--- src/rtl/uart_input_protocol_ctrl.sv ---
// uart_input_protocol_ctrl: byte-stream command decoder between the UART
// receiver and the per-channel accelerator input FIFOs.
//   Opcodes (IDLE only): 0x00 NOP, 0x01 RESET, 0x02 START, 0x03 DATA.
//   DATA frame: 0x03, channel byte, BYTES_PER_WORD payload bytes (little-endian).
// Optional build macro: UART_INPUT_PROTOCOL_CTRL_TIMEOUT_EN adds an
// inter-byte timeout (parameter TIMEOUT_CYCLES) that aborts a stalled frame.
module uart_input_protocol_ctrl #(
    parameter int unsigned NUM_CHANNELS   = 4,
    parameter int unsigned ACC_DATA_WIDTH = 32
`ifdef UART_INPUT_PROTOCOL_CTRL_TIMEOUT_EN
    ,
    parameter int unsigned TIMEOUT_CYCLES = 270000
`endif
) (
    input  logic                      clk,
    input  logic                      rst,
    input  logic                      rx_data_valid,
    input  logic [7:0]                rx_data,
    input  logic [NUM_CHANNELS-1:0]   fifo_full,
    output logic [NUM_CHANNELS-1:0]   fifo_wr_en,
    output logic [ACC_DATA_WIDTH-1:0] fifo_wr_data,
    output logic                      sw_rst,
    output logic                      start,
    output logic                      busy,
    output logic                      overflow,
    output logic                      proto_err
);

    localparam int unsigned BYTES_PER_WORD = ACC_DATA_WIDTH / 8;
    localparam int unsigned CH_W  = (NUM_CHANNELS > 1) ? $clog2(NUM_CHANNELS) : 1;
    localparam int unsigned CNT_W = (BYTES_PER_WORD > 1) ? $clog2(BYTES_PER_WORD) : 1;

    localparam logic [CNT_W-1:0] CNT_LAST = CNT_W'(BYTES_PER_WORD - 1);

    localparam logic [7:0] OP_NOP   = 8'h00;
    localparam logic [7:0] OP_RESET = 8'h01;
    localparam logic [7:0] OP_START = 8'h02;
    localparam logic [7:0] OP_DATA  = 8'h03;

    localparam logic [1:0] ST_IDLE    = 2'd0;
    localparam logic [1:0] ST_CHAN    = 2'd1;
    localparam logic [1:0] ST_PAYLOAD = 2'd2;
    localparam logic [1:0] ST_DISCARD = 2'd3;

    logic [1:0]                state_q,     state_d;
    logic [CNT_W-1:0]          cnt_q,       cnt_d;
    logic [CH_W-1:0]           ch_q,        ch_d;
    logic [ACC_DATA_WIDTH-1:0] shreg_q,     shreg_d;
    logic [NUM_CHANNELS-1:0]   wr_en_q,     wr_en_d;
    logic [ACC_DATA_WIDTH-1:0] wr_data_q,   wr_data_d;
    logic                      sw_rst_q,    sw_rst_d;
    logic                      start_q,     start_d;
    logic                      busy_q,      busy_d;
    logic                      overflow_q,  overflow_d;
    logic                      proto_err_q, proto_err_d;

`ifdef UART_INPUT_PROTOCOL_CTRL_TIMEOUT_EN
    localparam int unsigned TO_W = (TIMEOUT_CYCLES > 2) ? $clog2(TIMEOUT_CYCLES) : 1;
    localparam logic [TO_W-1:0] TO_LAST = TO_W'(TIMEOUT_CYCLES - 1);

    logic [TO_W-1:0] to_cnt_q, to_cnt_d;
`endif

    // State and output registers, synchronous reset
    always_ff @(posedge clk) begin
        if (rst) begin
            state_q     <= ST_IDLE;
            cnt_q       <= '0;
            ch_q        <= '0;
            shreg_q     <= '0;
            wr_en_q     <= '0;
            wr_data_q   <= '0;
            sw_rst_q    <= 1'b0;
            start_q     <= 1'b0;
            busy_q      <= 1'b0;
            overflow_q  <= 1'b0;
            proto_err_q <= 1'b0;
        end else begin
            state_q     <= state_d;
            cnt_q       <= cnt_d;
            ch_q        <= ch_d;
            shreg_q     <= shreg_d;
            wr_en_q     <= wr_en_d;
            wr_data_q   <= wr_data_d;
            sw_rst_q    <= sw_rst_d;
            start_q     <= start_d;
            busy_q      <= busy_d;
            overflow_q  <= overflow_d;
            proto_err_q <= proto_err_d;
        end
    end

`ifdef UART_INPUT_PROTOCOL_CTRL_TIMEOUT_EN
    // Inter-byte idle counter, only meaningful while a frame is open
    always_ff @(posedge clk) begin
        if (rst) begin
            to_cnt_q <= '0;
        end else begin
            to_cnt_q <= to_cnt_d;
        end
    end
`endif

    // Next-state: opcode decode, frame sequencing and word write-out
    always_comb begin
        state_d     = state_q;
        cnt_d       = cnt_q;
        ch_d        = ch_q;
        shreg_d     = shreg_q;
        wr_en_d     = '0;
        wr_data_d   = wr_data_q;
        sw_rst_d    = 1'b0;
        start_d     = start_q;
        overflow_d  = overflow_q;
        proto_err_d = proto_err_q;

        if (rx_data_valid) begin
            case (state_q)
                ST_IDLE: begin
                    case (rx_data)
                        OP_NOP:   ;
                        OP_RESET: sw_rst_d = 1'b1;
                        OP_START: start_d  = 1'b1;
                        OP_DATA:  state_d  = ST_CHAN;
                        default:  proto_err_d = 1'b1;
                    endcase
                end

                ST_CHAN: begin
                    cnt_d = '0;
                    if (32'(rx_data) < NUM_CHANNELS) begin
                        ch_d    = CH_W'(rx_data);
                        state_d = ST_PAYLOAD;
                    end else begin
                        proto_err_d = 1'b1;
                        state_d     = ST_DISCARD;
                    end
                end

                ST_PAYLOAD: begin
                    shreg_d[{cnt_q, 3'b000} +: 8] = rx_data;
                    if (cnt_q == CNT_LAST) begin
                        cnt_d   = '0;
                        state_d = ST_IDLE;
                        // FIFO full is sampled with the final byte; a full FIFO loses the word
                        if (fifo_full[ch_q]) begin
                            overflow_d = 1'b1;
                        end else begin
                            wr_en_d   = NUM_CHANNELS'(1) << ch_q;
                            wr_data_d = shreg_d;
                        end
                    end else begin
                        cnt_d = cnt_q + CNT_W'(1);
                    end
                end

                ST_DISCARD: begin
                    if (cnt_q == CNT_LAST) begin
                        cnt_d   = '0;
                        state_d = ST_IDLE;
                    end else begin
                        cnt_d = cnt_q + CNT_W'(1);
                    end
                end

                default: state_d = ST_IDLE;
            endcase
        end

`ifdef UART_INPUT_PROTOCOL_CTRL_TIMEOUT_EN
        // Abort a stalled frame: drop the partial word without writing
        to_cnt_d = '0;
        if (!rx_data_valid && (state_q != ST_IDLE)) begin
            if (to_cnt_q == TO_LAST) begin
                state_d     = ST_IDLE;
                cnt_d       = '0;
                proto_err_d = 1'b1;
            end else begin
                to_cnt_d = to_cnt_q + TO_W'(1);
            end
        end
`endif

        busy_d = (state_d != ST_IDLE);
    end

    assign fifo_wr_en   = wr_en_q;
    assign fifo_wr_data = wr_data_q;
    assign sw_rst       = sw_rst_q;
    assign start        = start_q;
    assign busy         = busy_q;
    assign overflow     = overflow_q;
    assign proto_err    = proto_err_q;

endmodule
--- config.mk ---
export PLATFORM = sky130hd
export DESIGN_NAME = uart_input_protocol_ctrl
export DESIGN_NICKNAME = d
export VERILOG_FILES = /design/src/rtl/uart_input_protocol_ctrl.sv
export SDC_FILE = /design/constraint.sdc
export NUM_CORES = 1
export LEC_CHECK = 0
export ABC_AREA = 1
export CORE_UTILIZATION = 50
export CTS_BUF_LIST = sky130_fd_sc_hd__clkbuf_2
export CTS_CLUSTER_SIZE = 8
export DETAILED_ROUTE_END_ITERATION = 10
export PLACE_DENSITY = 0.83
export SYNTH_ARGS = -nofsm -noshare
export SYNTH_HDL_FRONTEND = slang
export SYNTH_SLANG_ARGS = --single-unit
--- constraint.sdc ---
create_clock -name clk -period 1.75 [get_ports clk]
set_input_delay 0.35 -clock clk [delete_from_list [all_inputs] [get_ports clk]]
set_output_delay 0.35 -clock clk [all_outputs]
set_load 0.02 [all_outputs]
==> results of run 1 <==
## critical path: stages, from the launching register on
cell and delay (ns):
dfxtp_1 0.35, inv_1 0.07, buf_4 0.14, ha_2 0.25
clkinvlp_4 0.18, nand3_1 0.14, o22ai_1 0.11, o21ai_0 0.24
inv_1 0.07
## kinds of logic (layout without fill, tap and decap cells)
family          after synthesis  count (layout)  synth area share
compound gates              144             144            0.2118
buf+inv                     119             186            0.1387
simple gates                153             153            0.1821
fa+ha+maj                     6               6           0.02118
flops                        79              79            0.4462
## placed cells by master (no fill, tap or decap), types with 22 or more instances in the layout
master / instances
o21ai_0: 41
inv_1: 90
o22ai_1: 24
dlygate4sd2_1: 41
buf_4: 22
o21ai_1: 26
dfxtp_1: 79
a21oi_1: 53
nor2_1: 71
nand2_1: 53
## registers in the layout (all words and copies together), names as in the netlist
register      cells
proto_err         1
ch_q              2
cnt_q             2
busy              1
sw_rst            1
state_q           2
overflow          1
fifo_wr_en        4
start             1
fifo_wr_data     32
shreg_q          32
## area by class of cell
class	count	area [sq um]	area share
flip-flops and latches	79	1582	0.3634
multi-input cells	303	1493	0.3430
repair buffers	79	704.4	0.1619
inverters	92	349.1	0.08022
well taps	96	120.1	0.02760
clock inverters	5	51.30	0.01179
clock buffers	9	45.04	0.01035
repair inverters	1	7.507	0.001725
## synthesized netlist by cell type
master	count	area (sq um)
nand2_1	55	206.5
clkbuf_1	15	56.30
nor2_8	1	20.02
o21ai_1	18	90.09
nor3_1	1	5.000
nand2_4	1	11.26
o21ai_0	49	245.2
inv_1	91	341.6
o22ai_1	24	150.1
nor2_1	71	266.5
buf_4	2	15.01
nand4_1	5	31.28
a21oi_1	53	265.3
inv_2	1	3.750
nand2_2	2	12.51
buf_1	5	18.77
buf_6	5	56.30
ha_1	6	75.07
dfxtp_1	79	1582
nor2_4	1	11.26
nand3_1	15	75.07
nor4_1	1	6.260
## stage by stage
step	std cells	utilization	setup TNS, ns
finish	664	0.6370	0
global route	664	0.6370	-0.01367
CTS	662	0.6317	0
detailed placement	648	0.6245	-3.226
global placement	648	0.6245	-1.162
floorplan	501	-	0
## final timing paths
path                               endpoint  slack [ns]
worst max-delay path            shreg_q[15]        0.11
worst max register to register  shreg_q[15]        0.11
worst min register to register        start        0.47
worst min-delay path                  start        0.47
## per-layer routing
layer | share of wire | track usage | vias to the layer above | routed length, um
met3 | 0.051 | 0.04190 | 15 | 435
met1 | 0.43 | 0.2891 | 1556 | 3688
met5 | 0 | 0 | - | 0
li1 | - | - | 1731 | -
met4 | 0.020 | 0.1000 | 0 | 173
met2 | 0.49 | 0.4127 | 103 | 4183
## repair_timing
item                                    in CTS  in global routing
pin swaps                                    0                  1
endpoints found under the setup margin      44                 26
setup buffers                                0                  1
hold buffers                                 0                  0
resized for setup                           42                 14
hold endpoints to repair                     0                  0
cloned                                       0                  1
## where the power goes
| group | switching [W] | internal, W | total [W] |
|---|---|---|---|
| logic | 0.0000957 | 0.0000696 | 0.000165 |
| clock network | 0.000605 | 0.000305 | 0.000910 |
| registers | 0.00000118 | 0.00180 | 0.00181 |
| total | 0.000702 | 0.00218 | 0.00288 |
==> results.md, run 1 <==
- CP Max Fanout: 8
- Sink Count: 79
- Final #Nets: 586
- Synth cell types: 22
- Wire per inst: 12.77 um
- Pre-CTS setup slack: -0.1886 ns
- ANT cells: 0
- Worst R2R Start: cnt_q[0]
- Post-synth net total: 522
- P per Cell Area: 662.2 nW/um^2
- Final Routed Wirelength: 8479 um
- Initial Utilization: 0.5189
- Die footprint: 7430 sq um
- Row count: 30
- Clock transition at path regs: 0.20 ns
- Die height: 86.20 um
- Reg2reg path depth: 8
- WHS Path Cells: 2
- Post-Route Skew: 0.01549 ns
- Final period utilization: 0.9381
- Post-DRT Antenna Nets: 0
- Fraction of layout cells with a size suffix above 1: 0.08627
- Initial drt markers: 333
- WHS: 0.4713 ns
- Final instance area: 4352 sq um
- Synth Cell Area: 3545 sq um
- DRC Markers: 0
- CTS Buffer Depth: 2
- CP startpoint: cnt_q[0]
- Fill cells: 633
- GRT Util Overall: 0.2373
- Static Leak: 2.172 nW
- CTS tree: done
- Status: finished clean
- Mean Syn Cell Area: 7.075 sq um
- DP Area: 4267 sq um
- Core area: 6832 sq um
- Design Power: 0.002882 W
- Max Fclk: 0.6092 GHz
- Grt total ovfl: 0
- Vias: 3405
- Dpl hpwl: 5834 um
- CTS buffer count: 9
- Clk_lat worst skew: 0.50 ns
- Measured slew at the worst slew-check pin: 0.2951 ns
- Initial antenna violation count: 0
- Ys Warns: 0
- First drt pass iteration count: 5
- Port buffer count: 55
- Arr. time, crit path: 2.06 ns
- Cell count after synthesis: 501
- Peak supply drop: 0.0004498 V
- Final min period: 1.642 ns
- Root buf cell: clkbuf_2
- Via-per-instance ratio: 5.128
- Chip width: 86.20 um
- Slew HR: 0.8026
- First-pass GRT wire length: 13850 um
- Final setup margin: 0.1084 ns
- Htree depth: 3
- Required time worst endpoint: 2.17 ns
- Seq/Total Area, Yosys: 0.4462
- Io pins: 56
- Setup crit start kind: flip-flop
- Hold Crit Start: start
- CP endpoint kind: flip-flop
- Synthesis-stage register bit count: 79
- Syn-to-layout area delta: 22.77%
- CP Class: flip-flop to flip-flop
- Gpl congestion: 0.8196
- Max-slew violation count: 0
- Maxcap violations: 0
- Largest net degree at the start of global routing: 57
- Vias in the first global route: 3202
- Hold Crit Class: flip-flop to flip-flop
- Final hold viol count: 0
- Setup Viol. Count Final: 0
No activity file was read; power rests on OpenSTA's default activity.
==> run 2, diff against run 1 <==
--- a/config.mk
+++ b/config.mk
@@ -5,12 +5,13 @@
 export SDC_FILE = /design/constraint.sdc
 export NUM_CORES = 1
 export LEC_CHECK = 0
-export ABC_AREA = 1
+export ABC_AREA = 0
+export ABC_CLOCK_PERIOD_IN_PS = 1750
 export CORE_UTILIZATION = 50
 export CTS_BUF_LIST = sky130_fd_sc_hd__clkbuf_2
 export CTS_CLUSTER_SIZE = 8
 export DETAILED_ROUTE_END_ITERATION = 10
-export PLACE_DENSITY = 0.83
+export PLACE_DENSITY = 0.82
 export SYNTH_ARGS = -nofsm -noshare
 export SYNTH_HDL_FRONTEND = slang
 export SYNTH_SLANG_ARGS = --single-unit
==> run 2 against run 1 <==
Compared with the run above: the flow now finishes with violations (setup timing); total power shrank 4.8%; non-clock buffer count grew 39; global-route usage grew 3.5 points; hold slack lost 0.29 ns; clock power shrank 18%; area after synthesis grew 7.2%.
==> results.md, run 2 <==
- Final instance area: 5080 sq um
- Die height: 89.19 um
- Chip width: 89.19 um
- DP Area: 4711 sq um
- Ys flop type: dfxtp_1
- Row count: 31
- Initial drt markers: 232
- Post-DRT Antenna Nets: 0
- CTS buffer count: 9
- Synth cell types: 45
- Grt total ovfl: 0
- Most common cell in the netlist: dfxtp_1
- Final hold viol count: 0
- Vias: 3572
- Pre-CTS setup slack: -0.4874 ns
- Required time worst endpoint: 2.20 ns
- Final #Nets: 493
- Port buffer count: 55
- Cell count after synthesis: 389
- Gpl congestion: 0.8360
- Commonest non-fill, non-tap cells in the layout: dfxtp_1, buf_4, dlygate4sd2_1, nor2_1, a32oi_1
- Setup Viol. Count Final: 9
- Initial Utilization: 0.5213
- P per Cell Area: 540.2 nW/um^2
- Async SR Flop Fraction: 0
- Max Fclk: 0.5504 GHz
- Design Power: 0.002744 W
- Peak supply drop: 0.0003493 V
- ANT cells: 0
- Initial antenna violation count: 0
- Yosys top cell by area: dfxtp_1
- Synth area leaders: dfxtp_1, a32oi_1, o21ba_1
- Synthesis-stage register bit count: 79
- RSZ-0062 raised after global routing: yes
- Setup crit start kind: flip-flop
- CTS tree: done
- Most used routing layer: met2
- Synth top cells by count: dfxtp_1, nor2_1, clkbuf_1
- WHS Path Cells: 2
- Vias in the first global route: 3364
- Htree depth: 3
- Via-per-instance ratio: 6.245
- Fraction of layout cells with a size suffix above 1: 0.2664
- Post-synth net total: 410
- Cell-internal power: 0.002027 W
- CP Max Fanout: 10
- Mean Syn Cell Area: 9.772 sq um
- Clk pwr share: 0.272
- Ys Warns: 0
- Post-Route Skew: 0.02532 ns
- Hold Crit Class: input pin to flip-flop
- Area share of the largest cell type after synthesis: 0.4161
- Final core occ: 0.6966
- CTS Buffer Depth: 2
- Max-slew violation count: 0
- P_sw: 0.0007173 W
- Final min period: 1.817 ns
- Core area: 7292 sq um
- Sink Count: 79
- Met1 Track Usage GR: 0.3288
- Status: finished, violations left
- Slew HR: 0.6872
- Final Routed Wirelength: 10900 um
- Root buf cell: clkbuf_2
- Maxcap violations: 0
- Seq/Total Area, Yosys: 0.4161
- Most common cell after layout, fill and taps aside: dfxtp_1
- First-pass GRT wire length: 16290 um
- Static Leak: 1.913 nW
- Reg2reg path depth: 6
- Final setup margin: -0.06686 ns
- Largest net degree at the start of global routing: 34
- Dpl hpwl: 6609 um
- Io pins: 56
- Violated checks: setup timing
- First drt pass iteration count: 5
- Met3 Use GR: 0.03970
- Die footprint: 7955 sq um
- Arr. time, crit path: 2.27 ns
- GR Layer Usage met2: 0.4580
- Logic pwr share: 0.071
- Wire per inst: 19.05 um
- Clock transition at path regs: 0.20 ns
- CP Class: flip-flop to flip-flop
- DRC Markers: 0
- Post-synth EDFFs: 0
- Sw Ratio: 0.2614
- GRT Util Overall: 0.2720
- CP endpoint kind: flip-flop
- Syn-to-layout area delta: 33.64%
- Hold_buf cts: 0
- Sequential share of power: 0.657
- Clk_lat worst skew: 0.52 ns
- Final period utilization: 1.038
- Synth Cell Area: 3801 sq um
- Measured slew at the worst slew-check pin: 0.4685 ns
## run 2: cell count changes after synthesis, sizes merged, moves of 7 or more
cell | previous run | this run
nand2b | 0 | 30
a32oi | 0 | 34
nor4bb | 0 | 7
a21oi | 53 | 1
o22ai | 24 | 0
o21ba | 0 | 28
o21ai | 67 | 2
a311oi | 0 | 28
inv | 92 | 10
nand2 | 58 | 0
nor2 | 73 | 39
clkbuf | 15 | 36
nand3 | 15 | 29
## run 2: power by group through the flow
stage | combinational (W) | sequential (W) | clock, W
floorplan | 0.0000886 | 0.00184 | 0
global placement | 0.000174 | 0.00184 | 0
detailed placement | 0.000177 | 0.00184 | 0
CTS | 0.000183 | 0.00180 | 0.000737
global route | 0.000204 | 0.00180 | 0.000814
finish | 0.000195 | 0.00180 | 0.000747
## run 2: critical path: stages (launching register included)
cell and delay, ns:
dfxtp_4 0.41, clkinvlp_4 0.14, ha_4 0.36, buf_12 0.15, and3b_2 0.30, nand3_1 0.11, a311oi_1 0.27
## run 2: kinds of logic after synthesis
kind of cell | Yosys count | share of synthesized area
AND/OR/NAND/NOR | 137 | 0.2094
AO/OA/AOI/OAI | 108 | 0.2795
flip-flops | 79 | 0.4161
buffers and inverters | 57 | 0.06682
adder cells (fa/ha/maj) | 6 | 0.01975
multiplexers | 2 | 0.008558
## run 2: repair_timing
item                       CTS  global route
resized for setup           63            26
buffers inserted             4             5
pin swaps                    3            15
gates cloned                 1             2
setup endpoints to repair   93            49
## run 2: routing by layer
layer	vias to the layer above	routed length (um)
li1	1631	-
met1	1730	4425
met2	180	5364
met3	31	736
met4	0	369
met5	-	0
## run 2: path summary, 6_finish.rpt
kind	to	start	slack, ns
min	shreg_q[6]	rst	0.18
max	fifo_wr_data[8]	cnt_q[0]	-0.07
max reg2reg	fifo_wr_data[8]	cnt_q[0]	-0.07
min reg2reg	proto_err	proto_err	0.46
## run 2: layout make-up
class,count,area [sq um]
Clock inverter,3,15.01
Tap cell,99,123.9
Sequential cell,79,1589
Timing Repair Buffer,118,1065
Fill cell,546,2212
Inverter,10,41.29
Clock buffer,9,45.04
Multi-Input combinational cell,254,2201
## run 2: through the flow
| stage | cells | hold slack, ns | TNS (ns) |
|---|---|---|---|
| after floorplan | 389 | 0.4460 | 0 |
| after global placement | 548 | 0.4427 | -19.00 |
| after detailed placement | 548 | 0.4491 | -20.49 |
| after CTS | 565 | 0.1769 | -0.003999 |
| after global routing | 572 | 0.1692 | -1.970 |
| final | 572 | 0.1809 | -0.2255 |
==> run 3, diff against run 2 <==
--- a/config.mk
+++ b/config.mk
@@ -6,12 +6,13 @@
 export NUM_CORES = 1
 export LEC_CHECK = 0
 export ABC_AREA = 0
-export ABC_CLOCK_PERIOD_IN_PS = 1750
+export ABC_CLOCK_PERIOD_IN_PS = 1500
 export CORE_UTILIZATION = 50
 export CTS_BUF_LIST = sky130_fd_sc_hd__clkbuf_2
 export CTS_CLUSTER_SIZE = 8
 export DETAILED_ROUTE_END_ITERATION = 10
 export PLACE_DENSITY = 0.82
+export SLEW_MARGIN = 20
 export SYNTH_ARGS = -nofsm -noshare
 export SYNTH_HDL_FRONTEND = slang
 export SYNTH_SLANG_ARGS = --single-unit
==> constraint.sdc (replaced) <==
create_clock -name clk -period 1.5 [get_ports clk]
set_input_delay 0.3 -clock clk [delete_from_list [all_inputs] [get_ports clk]]
set_output_delay 0.3 -clock clk [all_outputs]
set_load 0.02 [all_outputs]
==> run 3 against run 2 <==
Compared with the run above: the run still ends with setup timing left; sequential power rose by 17%; largest cell class unchanged; routed wire length rose by 8.8%; first-iteration DRC count rose by 6.0%; sequential share of layout area fell by 0.65 points; combinational power rose by 43%; highest routed layer unchanged; via count rose by 2.5%; non-clock buffer count rose by 12; critical path type unchanged; largest power group unchanged; clock power rose by 47%; worst setup slack got worse by 0.23 ns; utilization rose by 3.5 points.
==> results.md, run 3 (synthesized netlist as in run 2, its figures left out) <==
- GRT Util Overall: 0.2902
- Port buffer count: 55
- CTS tree: done
- Status: finished, violations left
- Sink Count: 79
- CTS buffer count: 9
- Final min period: 1.792 ns
- Pre-CTS setup slack: -0.6786 ns
- CTS Buffer Depth: 2
- Die height: 89.19 um
- Final Routed Wirelength: 11860 um
- Peak supply drop: 0.0003974 V
- P per Cell Area: 651.7 nW/um^2
- First drt pass iteration count: 5
- Maxcap violations: 0
- Final setup margin: -0.2920 ns
- Fraction of layout cells with a size suffix above 1: 0.4846
- Largest net degree at the start of global routing: 41
- Register area: 1634 sq um
- Grt total ovfl: 0
- Final hold viol count: 0
- Vias in the first global route: 3359
- Commonest non-fill, non-tap cells in the layout: buf_4, dfxtp_1, nor2_1, buf_2, dfxtp_2
- Io pins: 56
- Initial Utilization: 0.5213
- Hold Crit Start: rst
- CP Max Fanout: 8
- Required time worst endpoint: 1.97 ns
- Arr. time, crit path: 2.26 ns
- Chip width: 89.19 um
- Measured slew at the worst slew-check pin: 0.4474 ns
- Hold Crit Class: input pin to flip-flop
- CP endpoint kind: flip-flop
- Final period utilization: 1.195
- ANT cells: 0
- Most common cell after layout, fill and taps aside: buf_4
- Htree depth: 3
- Clk_lat worst skew: 0.55 ns
- Slew HR: 0.6977
- Core area: 7292 sq um
- Final #Nets: 504
- Final core occ: 0.7316
- Max Fclk: 0.5580 GHz
- Multi-input logic area: 2345 sq um
- DRC Markers: 0
- Max-slew violation count: 0
- Violated checks: setup timing
- Clock transition at path regs: 0.20 ns
- CP startpoint: ch_q[0]
- Vias: 3663
- Initial drt markers: 246
- Setup Viol. Count Final: 66
- Via-per-instance ratio: 6.251
- Syn-to-layout area delta: 40.36%
- Initial antenna violation count: 0
- Static Leak: 1.988 nW
- Post-DRT Antenna Nets: 0
- Row count: 31
- Wire per inst: 20.24 um
- Dpl hpwl: 6857 um
- RSZ-0062 raised after global routing: yes
- Setup crit start kind: flip-flop
- Post-Route Skew: 0.02640 ns
- Die footprint: 7955 sq um
- Worst R2R Start: ch_q[0]
- Hold_buf cts: 0
- CP Class: flip-flop to flip-flop
- First-pass GRT wire length: 17300 um
- Gpl congestion: 0.8116
- Fill cells: 478
- Root buf cell: clkbuf_2
-- run 3: cell types whose count changed in the layout (fill, tap and decap cells not counted), sizes merged --
cell	change
buf	+47
inv	+2
clkbuf	+5
mux4	-1
clkinvlp	-1
clkdlybuf4s15	+2
dlygate4sd2	-41
bufinv	+1
-- run 3: layer usage --
layer	GRT usage	up-vias	part of all wire	routed length [um]
li1	-	1661	-	-
met1	0.3508	1817	0.40	4697
met2	0.4997	147	0.52	6171
met3	0.05263	38	0.050	590
met4	0.1371	0	0.034	400
met5	0	-	0	0
-- run 3: critical path, cell delays in order (launching register included) --
cell and delay, ns:
dfxtp_4 0.40, mux4_2 0.56, buf_6 0.18, clkbuf_16 0.17, o21ba_1 0.19, a311oi_2 0.22
-- run 3: final cells by class --
| type | instances | share of cell area |
|---|---|---|
| Multi-Input combinational cell | 253 | 0.4395 |
| Sequential cell | 79 | 0.3063 |
| Timing Repair Buffer | 130 | 0.2040 |
| Tap cell | 99 | 0.02322 |
| Clock buffer | 10 | 0.009381 |
| Clock inverter | 5 | 0.009146 |
| Inverter | 10 | 0.008443 |
-- run 3: path summary, 6_finish.rpt --
kind,slack (ns),to,cells after the start
setup reg to reg,-0.29,fifo_wr_data[11],5
hold reg to reg,0.47,fifo_wr_data[1],2
setup / recovery,-0.29,fifo_wr_data[11],5
hold / removal,0.03,start,2
-- run 3: power breakdown --
part	leakage [nW]	total, W	switching [W]	internal (W)
registers	0.655	0.00210	0.00000126	0.00210
logic	1.27	0.000278	0.000158	0.000120
clock network	0.0672	0.00110	0.000729	0.000371
-- run 3: what timing repair did --
action,CTS,global route
pin swaps,23,53
resized for setup,160,104
endpoints found under the setup margin,110,111
cloned,2,3
buffers inserted,8,4
-- run 3: metrics by stage --
step	total power, W	hold WS (ns)	area [sq um]	setup TNS [ns]	cells
after floorplan	0.002255	0.4404	3954	-6.347	389
after global placement	0.002355	0.4431	4823	-27.28	555
after detailed placement	0.002358	0.4480	4823	-30.59	555
after CTS	0.003431	0.01216	5216	-9.045	580
after global routing	0.003580	-0.007612	5335	-14.58	586
final	0.003477	0.02849	5335	-10.01	586
